File: src/rtl/debug_dump_engine.sv
// Debug dump engine: snapshots PC/cycle count on start and streams a framed,
// byte-serialised dump of PC, cycles, register file and data memory.
module debug_dump_engine #(
  parameter int NB_DATA   = 32,
  parameter int N_REGS    = 32,
  parameter int NB_REG    = 5,
  parameter int MEM_DEPTH = 128,
  parameter int NB_MADDR  = 7
) (
  input  logic                i_clock,
  input  logic                i_reset,
  input  logic                i_start,
  input  logic [3:0]          i_section_mask,
  input  logic                i_mem_all,
  input  logic [NB_DATA-1:0]  i_pc,
  input  logic [NB_DATA-1:0]  i_cycles,
  output logic [NB_REG-1:0]   o_reg_addr,
  input  logic [NB_DATA-1:0]  i_reg_data,
  output logic                o_mem_rd,
  output logic [NB_MADDR-1:0] o_mem_addr,
  input  logic [NB_DATA-1:0]  i_mem_data,
  input  logic                i_mem_dirty,
  output logic [7:0]          o_tx_data,
  output logic                o_tx_valid,
  input  logic                i_tx_ready,
  output logic                o_busy,
  output logic                o_done
);

  // state     | meaning
  // IDLE      | waiting for start
  // HDR/MASK  | sending 0xA5 and the captured mask byte
  // PC/CYC    | sending captured PC / cycle words
  // REG_RD/TX | register read bubble / register word transmit
  // MEM_RD    | memory read bubble (next address already on the bus)
  // MEM_CHK   | examine data+dirty; clean words skip one per cycle
  // MEM_TXA/D | memory entry address word / data word
  // TRL/CNT   | trailer 0x5A and 16-bit entry count
  // DONE      | one-cycle completion pulse

  localparam int NBYTES  = NB_DATA / 8;
  localparam int NB_BCNT = $clog2(NBYTES) + 1;
  localparam int NB_SH   = (NB_DATA < 16) ? 16 : NB_DATA;

  localparam logic [NB_BCNT-1:0]  WORD_LAST = NB_BCNT'(NBYTES - 1);
  localparam logic [NB_REG-1:0]   REG_LAST  = NB_REG'(N_REGS - 1);
  localparam logic [NB_MADDR-1:0] MEM_LAST  = NB_MADDR'(MEM_DEPTH - 1);

  typedef enum logic [3:0] {
    S_IDLE, S_HDR, S_MASK, S_PC, S_CYC, S_REG_RD, S_REG_TX,
    S_MEM_RD, S_MEM_CHK, S_MEM_TXA, S_MEM_TXD, S_TRL, S_CNT, S_DONE
  } state_t;

  state_t              state_q, state_d;
  logic [3:0]          mask_q, mask_d;
  logic                mem_all_q, mem_all_d;
  logic [NB_DATA-1:0]  pc_q, pc_d;
  logic [NB_DATA-1:0]  cyc_q, cyc_d;
  logic [NB_SH-1:0]    shift_q, shift_d;
  logic [NB_BCNT-1:0]  byte_cnt_q, byte_cnt_d;
  logic [NB_REG-1:0]   reg_addr_q, reg_addr_d;
  logic                reg_last_q, reg_last_d;
  logic [NB_MADDR-1:0] mem_addr_q, mem_addr_d;
  logic [NB_MADDR-1:0] chk_addr_q, chk_addr_d;
  logic [NB_DATA-1:0]  mem_data_q, mem_data_d;
  logic [15:0]         ent_cnt_q, ent_cnt_d;

  logic               tx_valid;
  logic               accept;
  logic               word_done;
  logic [NB_BCNT-1:0] last_idx;

  // First enabled section at or after position 'from' (0 PC, 1 CYC, 2 REG, 3 MEM).
  function automatic state_t next_section(input logic [3:0] m, input int from);
    if (from <= 0 && m[0]) return S_PC;
    if (from <= 1 && m[1]) return S_CYC;
    if (from <= 2 && m[2]) return S_REG_RD;
    if (from <= 3 && m[3]) return S_MEM_RD;
    return S_TRL;
  endfunction

  function automatic logic [NB_MADDR-1:0] mem_next(input logic [NB_MADDR-1:0] a);
    return (a == MEM_LAST) ? '0 : a + NB_MADDR'(1);
  endfunction

  always_comb begin
    state_d    = state_q;
    mask_d     = mask_q;
    mem_all_d  = mem_all_q;
    pc_d       = pc_q;
    cyc_d      = cyc_q;
    shift_d    = shift_q;
    byte_cnt_d = byte_cnt_q;
    reg_addr_d = reg_addr_q;
    reg_last_d = reg_last_q;
    mem_addr_d = mem_addr_q;
    chk_addr_d = chk_addr_q;
    mem_data_d = mem_data_q;
    ent_cnt_d  = ent_cnt_q;

    last_idx = WORD_LAST;
    case (state_q)
      S_HDR, S_MASK, S_TRL: last_idx = '0;
      S_CNT:                last_idx = NB_BCNT'(1);
      default:              ;
    endcase

    tx_valid  = state_q inside {S_HDR, S_MASK, S_PC, S_CYC, S_REG_TX,
                                S_MEM_TXA, S_MEM_TXD, S_TRL, S_CNT};
    accept    = tx_valid && i_tx_ready;
    word_done = accept && (byte_cnt_q == last_idx);

    case (state_q)
      S_IDLE: begin
        if (i_start) begin
          state_d   = S_HDR;
          mask_d    = i_section_mask;
          mem_all_d = i_mem_all;
          pc_d      = i_pc;
          cyc_d     = i_cycles;
          ent_cnt_d = '0;
        end
      end
      S_HDR:  if (word_done) state_d = S_MASK;
      S_MASK: if (word_done) state_d = next_section(mask_q, 0);
      S_PC:   if (word_done) state_d = next_section(mask_q, 1);
      S_CYC:  if (word_done) state_d = next_section(mask_q, 2);
      S_REG_RD: begin
        // Address advances as the word is captured so the next read has a
        // full cycle of settled address before its own REG_RD.
        state_d = S_REG_TX;
        if (reg_addr_q == REG_LAST) begin
          reg_addr_d = '0;
          reg_last_d = 1'b1;
        end else begin
          reg_addr_d = reg_addr_q + NB_REG'(1);
        end
      end
      S_REG_TX: begin
        if (word_done) begin
          if (reg_last_q) begin
            reg_last_d = 1'b0;
            state_d    = next_section(mask_q, 3);
          end else begin
            state_d = S_REG_RD;
          end
        end
      end
      S_MEM_RD: begin
        state_d    = S_MEM_CHK;
        chk_addr_d = mem_addr_q;
        mem_addr_d = mem_next(mem_addr_q);
      end
      S_MEM_CHK: begin
        if (mem_all_q || i_mem_dirty) begin
          state_d    = S_MEM_TXA;
          mem_data_d = i_mem_data;
          if (ent_cnt_q != 16'hFFFF) ent_cnt_d = ent_cnt_q + 16'd1;
        end else if (chk_addr_q == MEM_LAST) begin
          state_d    = S_TRL;
          mem_addr_d = '0;
          chk_addr_d = '0;
        end else begin
          chk_addr_d = mem_addr_q;
          mem_addr_d = mem_next(mem_addr_q);
        end
      end
      S_MEM_TXA: if (word_done) state_d = S_MEM_TXD;
      S_MEM_TXD: begin
        if (word_done) begin
          if (chk_addr_q == MEM_LAST) begin
            state_d    = S_TRL;
            mem_addr_d = '0;
            chk_addr_d = '0;
          end else begin
            state_d = S_MEM_RD;
          end
        end
      end
      S_TRL:  if (word_done) state_d = S_CNT;
      S_CNT:  if (word_done) state_d = S_DONE;
      S_DONE: state_d = S_IDLE;
      default: state_d = S_IDLE;
    endcase

    // Every transmitting state is entered with its word already loaded.
    if (state_d != state_q) begin
      byte_cnt_d = '0;
      case (state_d)
        S_HDR:     shift_d = NB_SH'(8'hA5);
        S_MASK:    shift_d = NB_SH'({4'h0, mask_q});
        S_PC:      shift_d = NB_SH'(pc_q);
        S_CYC:     shift_d = NB_SH'(cyc_q);
        S_REG_TX:  shift_d = NB_SH'(i_reg_data);
        S_MEM_TXA: shift_d = NB_SH'(chk_addr_q);
        S_MEM_TXD: shift_d = NB_SH'(mem_data_q);
        S_TRL:     shift_d = NB_SH'(8'h5A);
        S_CNT:     shift_d = NB_SH'(ent_cnt_q);
        default:   ;
      endcase
    end else if (accept) begin
      shift_d    = shift_q >> 8;
      byte_cnt_d = byte_cnt_q + NB_BCNT'(1);
    end
  end

  always_ff @(posedge i_clock or posedge i_reset) begin
    if (i_reset) begin
      state_q    <= S_IDLE;
      mask_q     <= '0;
      mem_all_q  <= 1'b0;
      pc_q       <= '0;
      cyc_q      <= '0;
      shift_q    <= '0;
      byte_cnt_q <= '0;
      reg_addr_q <= '0;
      reg_last_q <= 1'b0;
      mem_addr_q <= '0;
      chk_addr_q <= '0;
      mem_data_q <= '0;
      ent_cnt_q  <= '0;
    end else begin
      state_q    <= state_d;
      mask_q     <= mask_d;
      mem_all_q  <= mem_all_d;
      pc_q       <= pc_d;
      cyc_q      <= cyc_d;
      shift_q    <= shift_d;
      byte_cnt_q <= byte_cnt_d;
      reg_addr_q <= reg_addr_d;
      reg_last_q <= reg_last_d;
      mem_addr_q <= mem_addr_d;
      chk_addr_q <= chk_addr_d;
      mem_data_q <= mem_data_d;
      ent_cnt_q  <= ent_cnt_d;
    end
  end

  assign o_tx_valid = tx_valid;
  assign o_tx_data  = shift_q[7:0];
  assign o_busy     = (state_q != S_IDLE) && (state_q != S_DONE);
  assign o_done     = (state_q == S_DONE);
  assign o_mem_rd   = state_q inside {S_MEM_RD, S_MEM_CHK, S_MEM_TXA, S_MEM_TXD};
  assign o_reg_addr = reg_addr_q;
  assign o_mem_addr = mem_addr_q;

endmodule

File: config.mk
export PLATFORM = sky130hd
export DESIGN_NAME = debug_dump_engine
export DESIGN_NICKNAME = d
export VERILOG_FILES = /design/src/rtl/debug_dump_engine.sv
export SDC_FILE = /design/constraint.sdc
export NUM_CORES = 1
export LEC_CHECK = 0
export CAP_MARGIN = 0
export CORE_MARGIN = 4
export CORE_UTILIZATION = 45
export CTS_CLUSTER_DIAMETER = 30
export CTS_CLUSTER_SIZE = 30
export DETAILED_ROUTE_END_ITERATION = 10
export PLACE_DENSITY_LB_ADDON = 0.08
export SYNTH_ARGS = -nofsm -noshare
export SYNTH_HDL_FRONTEND = slang
export SYNTH_SLANG_ARGS = --single-unit
File: constraint.sdc
create_clock -name i_clock -period 5.3 [get_ports i_clock]
set_input_delay 0.795 -clock i_clock [delete_from_list [all_inputs] [get_ports i_clock]]
set_output_delay 0.795 -clock i_clock [all_outputs]
set_load 0.02 [all_outputs]
# After elaboration in Yosys (flattened, before gate mapping)
# Cells that the tools add are included.
dict set report totals {
  ff_bits 176
  out_inout_bits 24
  elab_cells 169
}
dict set report op_classes {
  add_sub_neg 4
  n_eq_ne 38
  muxes 94
  reduce_logical 20
}
# operator count
set ops {}
lappend ops {{$pmux 32 s9} 1}
lappend ops {{$mux 4} 34}
lappend ops {{$mux 32} 2}
lappend ops {{$mux 7} 8}
lappend ops {{$pmux 4 s13} 1}
lappend ops {{$mux 16} 3}
lappend ops {{$pmux 7 s3} 2}
lappend ops {{$eq 4x4->1 const B} 10}
lappend ops {{$mux 1} 37}
lappend ops {{$pmux 16 s2} 1}
lappend ops {{$eq 4x3->1 const B} 6}
lappend ops {{$add 16x1->16 const B} 1}
lappend ops {{$eq 4x2->1 const B} 4}
lappend ops {{$ne 16x16->1 const B} 1}
lappend ops {{$ne 2x2->1 const B} 8}
lappend ops {{$eq 7x7->1 const B} 2}
lappend ops {{$ne 10x1->1 const B} 1}
lappend ops {{$reduce_bool 9->1} 1}
lappend ops {{$eq 4x1->1 const B} 2}
lappend ops {{$reduce_and 4->1} 2}
lappend ops {{$reduce_bool 4->1} 2}
lappend ops {{$add 7x1->7 const B} 1}
lappend ops {{$mux 3} 2}
lappend ops {{$reduce_and 2->1} 3}
lappend ops {{16 further kinds} 21}

# Longest topological paths before layout
dict set report logic_depth {
  depth_word 28
  mapped_depth 14
}

# Worst setup path after synthesis
# OpenSTA, ideal clock, no wires.
dict set report synth_path {
  path_kind {input -> register}
  startpoint {input port i_tx_ready}
  endpoint {register shift_q[10]}
  setup_ns 0.126
  arrival_ns 2.921
  required_ns 5.174
  setup_slack_ns 2.253
  cell_stages 11
  path_buffers 2
  cell_sequence {o2111a_1 > nand2b_4 > o31a_1 > nor3_4 > inv_2 > and3_1 > buf_2 > buf_6 > a222oi_1 > nand2_1 > a221o_1}
}
dict set report synth_between {
  elab_chain_cells 7
}
# item line_no
set synth_rtl {}
lappend synth_rtl {{start: declaration} 25} ;# input logic i_tx_ready,
lappend synth_rtl {{$logic_and 1x1->1 (*)} 110} ;# accept = tx_valid && i_tx_ready;
lappend synth_rtl {{$logic_and 1x1->1 (*)} 111} ;# word_done = accept && (byte_cnt_q == last_idx);
lappend synth_rtl {{$mux 4, or another cell as far along} 181} ;# S_CNT: if (word_done) state_d = S_DONE;
lappend synth_rtl {{$pmux 4 s13 (*)} 113} ;# case (state_q)
lappend synth_rtl {{via state_d[1]} 54} ;# state_t state_q, state_d;
lappend synth_rtl {{$eq 4x4->1, or another cell as far along} 189} ;# case (state_d)
lappend synth_rtl {{$pmux 32 s9, or another cell as far along} 189}
lappend synth_rtl {{$mux 32 or $reduce_and 2->1 (tied branches)} -}
lappend synth_rtl {{end signal: assignment} 228} ;# shift_q <= shift_d;
lappend synth_rtl {{end: declaration} 59} ;# logic [NB_SH-1:0] shift_q, shift_d;
# The timed path passes the listed nets; every way through them passes the cells marked *.
# A chain may end at the register's enable or synchronous reset.

# Worst setup path in the final report
dict set report layout_path {
  startpoint {register state_q[0]}
  endpoint {register shift_q[10]}
}
dict set report layout_between {
  elab_chain_cells 10
}
# item line_no
set layout_rtl {}
lappend layout_rtl {{start: declaration} 54}
lappend layout_rtl {{start signal: assignment} 223} ;# state_q <= state_d;
lappend layout_rtl {{$eq 4x1->1, or another cell as far along} {102, 108, 113}}
lappend layout_rtl {{$reduce_or 3->1} 102} ;# case (state_q)
lappend layout_rtl {{$pmux 2 s2} 102}
lappend layout_rtl {{$eq 3x3->1} 111}
lappend layout_rtl {{$logic_and 1x1->1} 111}
lappend layout_rtl {{$mux 4, or another cell as far along} 181}
lappend layout_rtl {{$pmux 4 s13} 113}
lappend layout_rtl {{$eq 4x4->1, or another cell as far along} 189}
lappend layout_rtl {{$pmux 32 s9, or another cell as far along} 189}
lappend layout_rtl {{$mux 32 or $reduce_and 2->1 (tied branches)} -}
# Several ways; a longest one is shown, not always the timed one.

==> metrics.txt <==
status=completed; I/O Buffers=161; final WL=25,100 um; final setup TNS=0 ns; WL/cell=20.1 um; sequential fraction of the synthesis area=0.489; fin crit share=0.866; vias in the first global route=7,001; syn nets=980; CP Launch Point=state_q[0]; insertion delay to the later sink of the worst-skew pair=0.44 ns; 1st-iter DRT viols=661; top cell type's share of synthesized area=0.489; Reg2Reg Launch Point=state_q[0]; FF-to-FF End=shift_q[10]; worst vdd ir=0.326 mV; drt drc=0; nets=1,113; CP Data Arrival Time=4.96 ns; CTS Sinks=176; GPL Wtd Cong=0.867; Die H=149 um; Pins Over Slew Limit=0; top_reg_cell synth=dfrtp_1; CP startpoint kind=flip-flop; #FFs+latches synth=176; final hold vios=0; DR top layer=met4; Placed Cells=1,216; FP Rows=51; global route total overflow=0; detailed-route via count=7,279; met3 routed WL=1700 um; Metal-1 WL=12,300 um; # fillers=1,724; R2R depth=10; Post-DP HPWL=17,700 um; number of setup violations in the final report=0; Yosys top cell by area=dfrtp_1; Cell Area, Synth=0.00900 mm^2; Max Cap Viol=0; worst hold path type=reg -> reg; shortest period the worst path allows=4.59 ns; synth top area cells=dfrtp_1, mux2_2, nand2_1; cell chain of the critical path=nor2b_2 -> a211oi_1 -> nor3_2 -> a31oi_1 -> nor2_1 -> nor2_1 -> o31a_1 -> buf_4 -> nor2_2 -> a221o_1; Hold-fix buffers, CTS=0; async set-reset flop share out of synthesis=1.00; Core Region=0.0196 mm^2; Post-Syn Instances=837; leak pwr=0.00478 uW; Syn Area/Cell=10.8 um^2; DR vias/cell=5.83; Critical Path Max Stage Delay=0.82 ns; critical-path maximum fanout=22; Reg clk slew, reported paths=0.07 ns; TritonRoute pass-1 iters=8; Die ar.=0.0223 mm^2; layout cells sized above 1=0.181; fmax=0.218 GHz; Worst Tran Pin Value=1.06 ns; Slew headroom=0.291; RSZ-0062 raised after global routing=false; global-route usage over all layers=0.225; Yosys warning count=0; Crit Path Category=reg -> reg; R2R setup slack=0.71 ns; Slowest cell on crit path=dfrtp_1; maximum buffer depth of the clock tree=2; CP most frequent cell=nor2_1; post-route ant nets=0; Top Ports=162; final core occ=0.581; first-pass GRT wire length=39,100 um; Post-synth top cells=dfrtp_1, mux2_2, nand2_1; CTS Buf Count=17; Setup Skew=0.0200 ns; Setup Fix Bufs, Post-CTS=0; most frequent cell after synthesis=dfrtp_1; final std cells w/o fill=1,248; Post-synth EDFFs=0; root buffer cell=clkbuf_16; # diodes=0; H-tree Lvls=4; largest net degree at the start of global routing=177; Post-CTS Resized=0; post-synthesis cell type count=73; met2 wire len=10,900 um; Placed Area=0.0108 mm^2; area grow syn2layout=26.3%; CTS tree=built; crit path capture type=flip-flop; width of the die=149 um; Req. time, crit path=5.67 ns; Critical Path End=shift_q[10]; post-route cell area=0.0114 mm^2; Pwr Density=582 mW/mm^2; initial antenna violation count=0; Initial Util=0.460
==> cells by family (layout without fill, tap and decap cells) <==
kind of cell	after synthesis	after routing	share of synthesized area
AOI/OAI and AO/OA	220	220	0.178
xor gates and xnor gates	17	17	0.0165
adders and majority gates	5	5	0.00695
buffers and inverters	80	226	0.0417
DFF	176	176	0.489
muxes	106	106	0.133
and+or+nand+nor	233	233	0.135
==> flip-flops by register name, summed over array words and instances, names as in the netlist <==
register and cells:
mask_q 4, cyc_q 32, chk_addr_q 7, o_reg_addr 5, ent_cnt_q 16, reg_last_q 1, state_q 4, mem_data_q 32
byte_cnt_q 3, o_mem_addr 7, pc_q 32, mem_all_q 1, shift_q 32
==> worst max-delay path: cells and delay by family, from the launching register on <==
kind	cells	cell delay, ns
flip-flops	1	0.82
AO/OA/AOI/OAI	4	1.13
buffers and inverters	1	0.20
AND/OR/NAND/NOR	5	2.37
==> placed cells by master (no fill, tap or decap), types with 5 or more instances in the layout <==
cell	count
a21o_1	10
a21oi_1	31
a221o_1	8
a222oi_1	25
a22oi_1	13
a31oi_1	7
and3_1	26
and4_1	6
buf_4	14
clkbuf_16	17
clkdlybuf4s50_1	161
dfrtp_1	176
ha_1	5
inv_1	15
mux2_2	106
nand2_1	78
nand2b_1	7
nand3_1	19
nand4_1	7
nor2_1	41
nor2b_1	5
nor3_1	10
o21a_1	5
o21ai_0	48
o22a_1	11
o2bb2ai_1	5
o31ai_1	8
or3_1	8
xnor2_1	6
xor2_1	11
==> metal layers <==
layer,global-route usage,vias to the layer above
met5,0,-
met4,0.0490,0
met3,0.0451,19
met2,0.323,283
met1,0.351,3583
li1,-,3394
==> through the flow <==
step | hold slack, ns | power [uW] | setup WS (ns)
after floorplan | 0.449 | 4500 | 2.25
after global placement | 0.467 | 5340 | 0.691
after detailed placement | 0.479 | 5400 | 0.639
after CTS | 0.496 | 6640 | 0.822
after global routing | 0.504 | 7070 | 0.218
final | 0.490 | 6620 | 0.711
==> cell type report <==
| type | instances | area [um^2] | share of cell area |
|---|---|---|---|
| Clock inverter | 14 | 145 | 0.0128 |
| Sequential cell | 176 | 4400 | 0.387 |
| Inverter | 18 | 71.3 | 0.00627 |
| Timing Repair Buffer | 176 | 1740 | 0.153 |
| Multi-Input combinational cell | 581 | 4250 | 0.373 |
| Clock buffer | 18 | 439 | 0.0386 |
| Tap cell | 265 | 332 | 0.0291 |
==> where the power goes <==
group	internal, uW	switching (uW)	total, uW
registers	1910	476	2380
logic	1350	1650	3000
clock network	638	598	1240
total	3900	2720	6620
==> worst min path at each step <==
stage / from / end / slack [ns] / cells past startpoint
after global placement: shift_q[31] / shift_q[31] / 0.47 / 1
after CTS: shift_q[24] / shift_q[24] / 0.50 / 1
after global routing: shift_q[24] / shift_q[24] / 0.50 / 1
after detailed placement: shift_q[24] / shift_q[24] / 0.48 / 1
after floorplan: shift_q[24] / shift_q[24] / 0.45 / 1
final: shift_q[24] / shift_q[24] / 0.49 / 1
No activity file was read; power rests on OpenSTA's default activity.
